`src/rtl/spart_io_arbiter.sv`:
```
// spart_io_arbiter: round-robin sharing of the SPART memory-mapped I/O port between two requesters.
// Optional watchdog abort of unacknowledged transactions when SPART_ARB_TIMEOUT_EN is defined.
module spart_io_arbiter #(
  parameter int TIMEOUT_CYCLES = 1024
) (
  input  logic        clk,
  input  logic        rst,
  input  logic        req0_valid,
  input  logic        req0_rw,
  input  logic [27:0] req0_addr,
  input  logic [31:0] req0_wdata,
  output logic        req0_ready,
  output logic [31:0] req0_rdata,
  output logic        req0_err,
  input  logic        req1_valid,
  input  logic        req1_rw,
  input  logic [27:0] req1_addr,
  input  logic [31:0] req1_wdata,
  output logic        req1_ready,
  output logic [31:0] req1_rdata,
  output logic        req1_err,
  output logic        io_valid_data,
  output logic        io_rw_data,
  output logic [27:0] mem_addr,
  output logic [31:0] io_wr_data,
  input  logic        io_ready_data,
  input  logic [31:0] io_rd_data
);

  typedef enum logic [1:0] {IDLE, BUSY, RESP} state_t;

  if (TIMEOUT_CYCLES < 2 || TIMEOUT_CYCLES > 65535) begin : g_bad_timeout
    $error("spart_io_arbiter: TIMEOUT_CYCLES must be within 2..65535");
  end

  state_t      state_q, state_d;
  logic        owner_q, owner_d;
  logic        last_grant_q, last_grant_d;
  logic        io_valid_q, io_valid_d;
  logic        io_rw_q, io_rw_d;
  logic [27:0] mem_addr_q, mem_addr_d;
  logic [31:0] io_wr_data_q, io_wr_data_d;
  logic [1:0]  ready_q, ready_d;
  logic [1:0]  err_q, err_d;
  logic [31:0] rdata0_q, rdata0_d;
  logic [31:0] rdata1_q, rdata1_d;
  logic        grant_any;
  logic        grant_sel;
  logic        expire;

`ifdef SPART_ARB_TIMEOUT_EN
  localparam logic [15:0] WD_LAST = 16'(TIMEOUT_CYCLES - 1);
  logic [15:0] wd_cnt_q, wd_cnt_d;
  assign expire = (wd_cnt_q == WD_LAST);
`else
  assign expire = 1'b0;
`endif

  // On a tie the port that did not win last time gets the grant.
  assign grant_any = req0_valid | req1_valid;
  assign grant_sel = (req0_valid & req1_valid) ? ~last_grant_q : req1_valid;

  always_comb begin
    state_d      = state_q;
    owner_d      = owner_q;
    last_grant_d = last_grant_q;
    io_valid_d   = io_valid_q;
    io_rw_d      = io_rw_q;
    mem_addr_d   = mem_addr_q;
    io_wr_data_d = io_wr_data_q;
    rdata0_d     = rdata0_q;
    rdata1_d     = rdata1_q;
    ready_d      = 2'b00;
    err_d        = 2'b00;
`ifdef SPART_ARB_TIMEOUT_EN
    wd_cnt_d     = wd_cnt_q;
`endif
    case (state_q)
      IDLE: begin
        if (grant_any) begin
          owner_d      = grant_sel;
          last_grant_d = grant_sel;
          io_rw_d      = grant_sel ? req1_rw    : req0_rw;
          mem_addr_d   = grant_sel ? req1_addr  : req0_addr;
          io_wr_data_d = grant_sel ? req1_wdata : req0_wdata;
          io_valid_d   = 1'b1;
          state_d      = BUSY;
`ifdef SPART_ARB_TIMEOUT_EN
          wd_cnt_d     = 16'd0;
`endif
        end
      end
      BUSY: begin
        if (io_ready_data) begin
          io_valid_d       = 1'b0;
          state_d          = RESP;
          ready_d[owner_q] = 1'b1;
          if (owner_q) rdata1_d = io_rd_data;
          else         rdata0_d = io_rd_data;
        end else if (expire) begin
          io_valid_d       = 1'b0;
          state_d          = RESP;
          ready_d[owner_q] = 1'b1;
          err_d[owner_q]   = 1'b1;
          if (owner_q) rdata1_d = 32'hDEADBEEF;
          else         rdata0_d = 32'hDEADBEEF;
        end else begin
`ifdef SPART_ARB_TIMEOUT_EN
          wd_cnt_d = wd_cnt_q + 16'd1;
`endif
        end
      end
      RESP: state_d = IDLE;
      default: begin
        state_d    = IDLE;
        io_valid_d = 1'b0;
      end
    endcase
  end

  always_ff @(posedge clk or negedge rst) begin
    if (!rst) begin
      state_q      <= IDLE;
      owner_q      <= 1'b0;
      last_grant_q <= 1'b1;
      io_valid_q   <= 1'b0;
      io_rw_q      <= 1'b0;
      mem_addr_q   <= 28'd0;
      io_wr_data_q <= 32'd0;
      ready_q      <= 2'b00;
      err_q        <= 2'b00;
      rdata0_q     <= 32'd0;
      rdata1_q     <= 32'd0;
`ifdef SPART_ARB_TIMEOUT_EN
      wd_cnt_q     <= 16'd0;
`endif
    end else begin
      state_q      <= state_d;
      owner_q      <= owner_d;
      last_grant_q <= last_grant_d;
      io_valid_q   <= io_valid_d;
      io_rw_q      <= io_rw_d;
      mem_addr_q   <= mem_addr_d;
      io_wr_data_q <= io_wr_data_d;
      ready_q      <= ready_d;
      err_q        <= err_d;
      rdata0_q     <= rdata0_d;
      rdata1_q     <= rdata1_d;
`ifdef SPART_ARB_TIMEOUT_EN
      wd_cnt_q     <= wd_cnt_d;
`endif
    end
  end

  assign io_valid_data = io_valid_q;
  assign io_rw_data    = io_rw_q;
  assign mem_addr      = mem_addr_q;
  assign io_wr_data    = io_wr_data_q;
  assign req0_ready    = ready_q[0];
  assign req1_ready    = ready_q[1];
  assign req0_err      = err_q[0];
  assign req1_err      = err_q[1];
  assign req0_rdata    = rdata0_q;
  assign req1_rdata    = rdata1_q;

endmodule

```
`config.mk`:
```
export PLATFORM = sky130hd
export DESIGN_NAME = spart_io_arbiter
export DESIGN_NICKNAME = d
export VERILOG_FILES = /design/src/rtl/spart_io_arbiter.sv
export SDC_FILE = /design/constraint.sdc
export NUM_CORES = 1
export LEC_CHECK = 0
export CAP_MARGIN = 5
export CORE_UTILIZATION = 37
export CTS_CLUSTER_DIAMETER = 50
export CTS_CLUSTER_SIZE = 40
export DETAILED_ROUTE_END_ITERATION = 6
export GPL_ROUTABILITY_DRIVEN = 0
export PLACE_DENSITY = 0.89
export SLEW_MARGIN = 20
export SYNTH_ARGS = -nofsm -noshare
export SYNTH_HDL_FRONTEND = slang
export SYNTH_SLANG_ARGS = --single-unit
```
`constraint.sdc`:
```
create_clock -name clk -period 1.7 [get_ports clk]
set_clock_uncertainty 0.2 [all_clocks]
set_input_delay 0.51 -clock clk [delete_from_list [all_inputs] [get_ports clk]]
set_output_delay 0.51 -clock clk [all_outputs]
set_load 0.05 [all_outputs]
```
After elaboration in Yosys (flattened, before gate mapping). Index checks and enable logic that the tools add are counted.

Add/sub/neg operators: 0. $mul: 0. Divide/modulo/power cells: 0. Order comparisons: 2. Equality and inequality tests: 4. Shift-type cells: 0. Multiplexer cells: 14. Bitwise gates (word level): 5. Reduce and logical (&&, ||, !) cells: 7.

Operators by type and width (number): 32-bit two-way mux (1); 28-bit two-way mux (1); 3-bit AND reduction (3); 2-bit two-way mux (4); 1-bit two-way mux (5); 2-bit != test, second input constant (2); 2-bit one-hot mux with 2 select lines (1); 2-bit AND reduction (2); 1-bit NOT (3); 1-bit one-hot mux with 3 select lines (1); 2-bit by 1-bit == test with 1-bit output, second input constant (1); 2-bit == test, second input constant (1); 2-bit zero test (1); 1-bit by 2-bit < comparator with 1-bit output, second input constant (1); 1-bit AND (1); 1-bit demux with 1-bit select (1); 1-bit greater-or-equal comparator, second input constant (1); 1-bit logical AND (1); 1-bit bitwise OR (1).

Register bits: 132. Bits in latches: 0. RAM bits: 0. ROM bits: 0. Bits of input ports: 159. Output and inout port bits: 130. Logic and storage cells: 42. Memories kept: 0.

Longest topological paths before layout.
Depth in word-level cells: 6. Mapped depth: 5. Depth with buffers taken out: 3.

Worst setup path before layout. No wires, ideal clock.

Path type: input-to-reg. Start point: input req1_valid. End point: register io_wr_data_q[29] (netlist: io_wr_data[29]). Setup time: 0.125 ns. Arrival time: 1.519 ns. Data required time: 1.375 ns. Slack: -0.144 ns. Cell stages on the path: 5. Buffers on the path: 2. Cells stage by stage: a21bo_1 > buf_6 > buf_6 > mux2_4 > mux2_2.

Cells in the longest elaborated chain, start to end: 3. Elaborated cells on any way between the ends: 5. Those cells by class: mux: 2; bitwise: 2; reduce/logical: 1.

Ends and longest elaborated chain: from (decl) (RTL line 15) `input logic req1_valid,`; 1-bit AND (RTL line 61) `assign grant_sel = (req0_valid & req1_valid) ? ~last_grant_q : req1_valid;`; 1-bit two-way mux (RTL line 61); 32-bit two-way mux (RTL line 85) `io_wr_data_d = grant_sel ? req1_wdata : req0_wdata;`; to (signal assigned) (RTL line 144) `io_wr_data_q <= io_wr_data_d;`; to (decl) (RTL line 42) `logic [31:0] io_wr_data_q, io_wr_data_d;`.

Parallel ways exist; a longest one is shown, timed or not. A chain may end at the register's enable or synchronous reset.

Worst setup path after layout.
Start point: register last_grant_q. End point: register io_rw_q (netlist: io_rw_data).

Cells in the longest elaborated chain, start to end: 3.

Ends and longest elaborated chain: from (decl) (RTL line 38) `logic last_grant_q, last_grant_d;`; from (signal assigned) (RTL line 140) `last_grant_q <= last_grant_d;`; 1-bit NOT (RTL line 61); 1-bit two-way mux (RTL line 61); 1-bit two-way mux (RTL line 83) `io_rw_d = grant_sel ? req1_rw : req0_rw;`; to (signal assigned) (RTL line 142) `io_rw_q <= io_rw_d;`; to (decl) (RTL line 40) `logic io_rw_q, io_rw_d;`.

No other way between the ends.

==> results_dict.tcl <==
set metrics [dict create \
    yosysUniqueCellTypes 21 \
    dr.pass1.iters 4 \
    finalSetupTns_ps -11030 \
    pwr-share-clk_pct 14.0 \
    drive_above_1_share_pct 60.03 \
    cts_tree "built" \
    die-area_mm2 0.01641 \
    violations "negative setup slack" \
    stdcell_area_mm2 0.01203 \
    final_cell_mix "clkdlybuf4s50_1 (154), buf_12 (137), dfrtp_1 (129), mux2_4 (96), mux2_2 (90)" \
    setup_viol 144 \
    worstSetupEndpointType "flop" \
    grt_setup_unrepaired "yes" \
    p_per_area_mw_per_mm2 2375 \
    r2r-start "last_grant_q" \
    grtUsageTotal_pct 23.72 \
    grt_pass1_wl_mm 28.63 \
    wl_mm 20.99 \
    synth-seq-cells 132 \
    nets 894 \
    grt_max_degree 46 \
    vdd.ir_drop.worst_mv 1.331 \
    p_int_mw 16.97 \
    numPortBuffers 286 \
    crit_path_start_kind "flop" \
    antennaDiodeCount 0 \
    cts_buffers 17 \
    timing.final.crit_share_pct 111.9 \
    ys.warnings.count 0 \
    area_delta_synth_final_pct 104.4 \
    syn_avg_cell_area_um2 16.48 \
    crit_type "flop to flop" \
    power_switching_share_pct 40.57 \
    worstSkewPairLatency_ps 410 \
    drt_iter0_drc 163 \
    cts.sinks 132 \
    cts_root_buf "clkbuf_16" \
    critPathMaxFanout 6 \
    drtAntennaViolNets 0 \
    rows 45 \
    antenna_found_initial 0 \
    syn_area_mm2 0.005883 \
    hpwlAfterDp_mm 13.14 \
    crit_end "io_rw_data" \
    layout_commonest_cell "clkdlybuf4s50_1" \
    seqPwrFrac_pct 23.2 \
    cp.arrival_ps 2000 \
    power.switching_mw 11.59 \
    drv_cap 0 \
    htreeDepth 4 \
    fillers 794 \
    hold_viol 0 \
    ios 289 \
    grt_pass1_vias 5233 \
    fin_crit_ps 1902 \
    synth_seq_area_share_pct 56.17 \
    slew_violations 0 \
    syn_inst 357 \
    cts_buffer_depth 2 \
    wire_per_inst_um 21.88 \
    routed_via_density 4.867 \
    hold_class "input port to flop" \
    required_ps 1800 \
    worst_slack_ps -202.2 \
    rr_worst_depth 5 \
    die_h_um 128.1 \
    vias 4667 \
    place_area_mm2 0.01050 \
    r2r-end "io_rw_data" \
    status "complete, but fails checks" \
    start_util_pct 38.27 \
    overflow 0 \
    crit_start "last_grant_q" \
    fmax_ghz 0.5257 \
    pwr-share-comb_pct 62.8 \
    drc 0 \
    path_clk_slew_ps 60 \
    die_x_um 128.1 \
    ff2ff_setup_slack_ps -200 \
    p_leak_nw 5.520 \
    core_area_mm2 0.01537 \
]
## per-stage QoR
step / util [%] / hold WS (ps) / power, mW / instances / setup slack (ps)
6_report: 78.24 / 350.0 / 28.56 / 959 / -202.2
5_1_grt: 78.24 / 360.1 / 29.45 / 959 / -232.1
4_1_cts: 76.02 / 341.9 / 27.85 / 933 / -198.3
3_5_place_dp: 68.29 / 216.1 / 22.89 / 853 / -704.4
3_3_place_gp: 68.29 / 211.6 / 22.48 / 853 / -671.3
2_1_floorplan: - / 14.41 / 14.15 / 358 / -143.9
## timing repair
| action | CTS | global route |
|---|---|---|
| setup endpoints to repair | 244 | 246 |
| pin swaps | 2 | 2 |
| gates resized for setup | 22 | 19 |
| hold endpoints to repair | 22 | 0 |
| hold buffers | 1 | 0 |
| cloned | 6 | 7 |
| buffers inserted | 41 | 22 |
## area by class of cell
cell class,instances,area (um2),area share [%]
Clock inverter,12,177.7,1.477
Multi-Input combinational cell,203,2592,21.56
Inverter,1,3.754,0.03121
Tap cell,211,264.0,2.195
Sequential cell,132,3307,27.50
Timing Repair Buffer,380,5215,43.36
Clock buffer,20,466.7,3.881
## state kept, by name, indices dropped and copies added (netlist names)
signal and cells:
io_wr_data 32, ready_q 2, last_grant_q 1, req1_rdata 32, owner_q 1, req0_rdata 32
state_q 2, io_rw_data 1, io_valid_data 1, mem_addr 28
## worst min-delay path by stage
stage | to | depth (start not counted) | slack (ps) | startpoint
3_3_place_gp | req0_rdata[17] | 1 | 210 | rst
5_1_grt | last_grant_q | 3 | 360 | req0_valid
4_1_cts | req0_rdata[14] | 2 | 340 | rst
2_1_floorplan | io_rw_data | 0 | 10 | rst
6_report | last_grant_q | 3 | 350 | req0_valid
3_5_place_dp | req0_rdata[14] | 1 | 220 | rst
## cells in the mapped netlist, drive strengths merged
| master | n | area [um2] |
|---|---|---|
| a21bo | 1 | 10.01 |
| a21o | 1 | 7.510 |
| a21oi | 1 | 5.000 |
| a31oi | 1 | 6.260 |
| and3b | 1 | 8.760 |
| buf | 22 | 166.4 |
| conb | 1 | 3.750 |
| dfrtp | 131 | 3278 |
| dfstp | 1 | 26.28 |
| inv | 1 | 3.750 |
| mux2 | 186 | 2316 |
| nand2 | 3 | 11.26 |
| nand2b | 1 | 6.260 |
| nor2 | 1 | 3.750 |
| nor2b | 1 | 6.260 |
| nor3 | 1 | 5.000 |
| o21ai | 3 | 18.77 |
## per-layer routing
layer  wire length (um)  track usage (%)  up-vias
met4                958            11.28        0
met5                  0                0        -
met2              11460            43.93      240
met1               7324            24.55     2332
met3               1238            6.761       65
li1                   -                -     2030
## critical path, cell delays in order (launching register included)
cell	delay, ps
dfstp_2	540
a21bo_4	150
buf_12	150
clkbuf_16	170
mux2_4	310
mux2_4	270
## power by group through the flow
stage	Combinational [mW]	Clock (mW)	Sequential (mW)
2_1_floorplan	3.13	0	11.0
3_3_place_gp	16.0	0	6.47
3_5_place_dp	16.3	0	6.62
4_1_cts	17.3	3.99	6.54
5_1_grt	18.4	4.20	6.81
6_report	17.9	4.00	6.64
## logic make-up after synthesis
family | count (synthesis) | synth area share (%)
muxes | 186 | 39.37
DFF | 132 | 56.17
buffers and inverters | 23 | 2.893
and+or+nand+nor | 8 | 0.7018
AOI/OAI and AO/OA | 7 | 0.8082
other | 1 | 0.06374
Note: power is estimated with default switching activity, not from simulation.
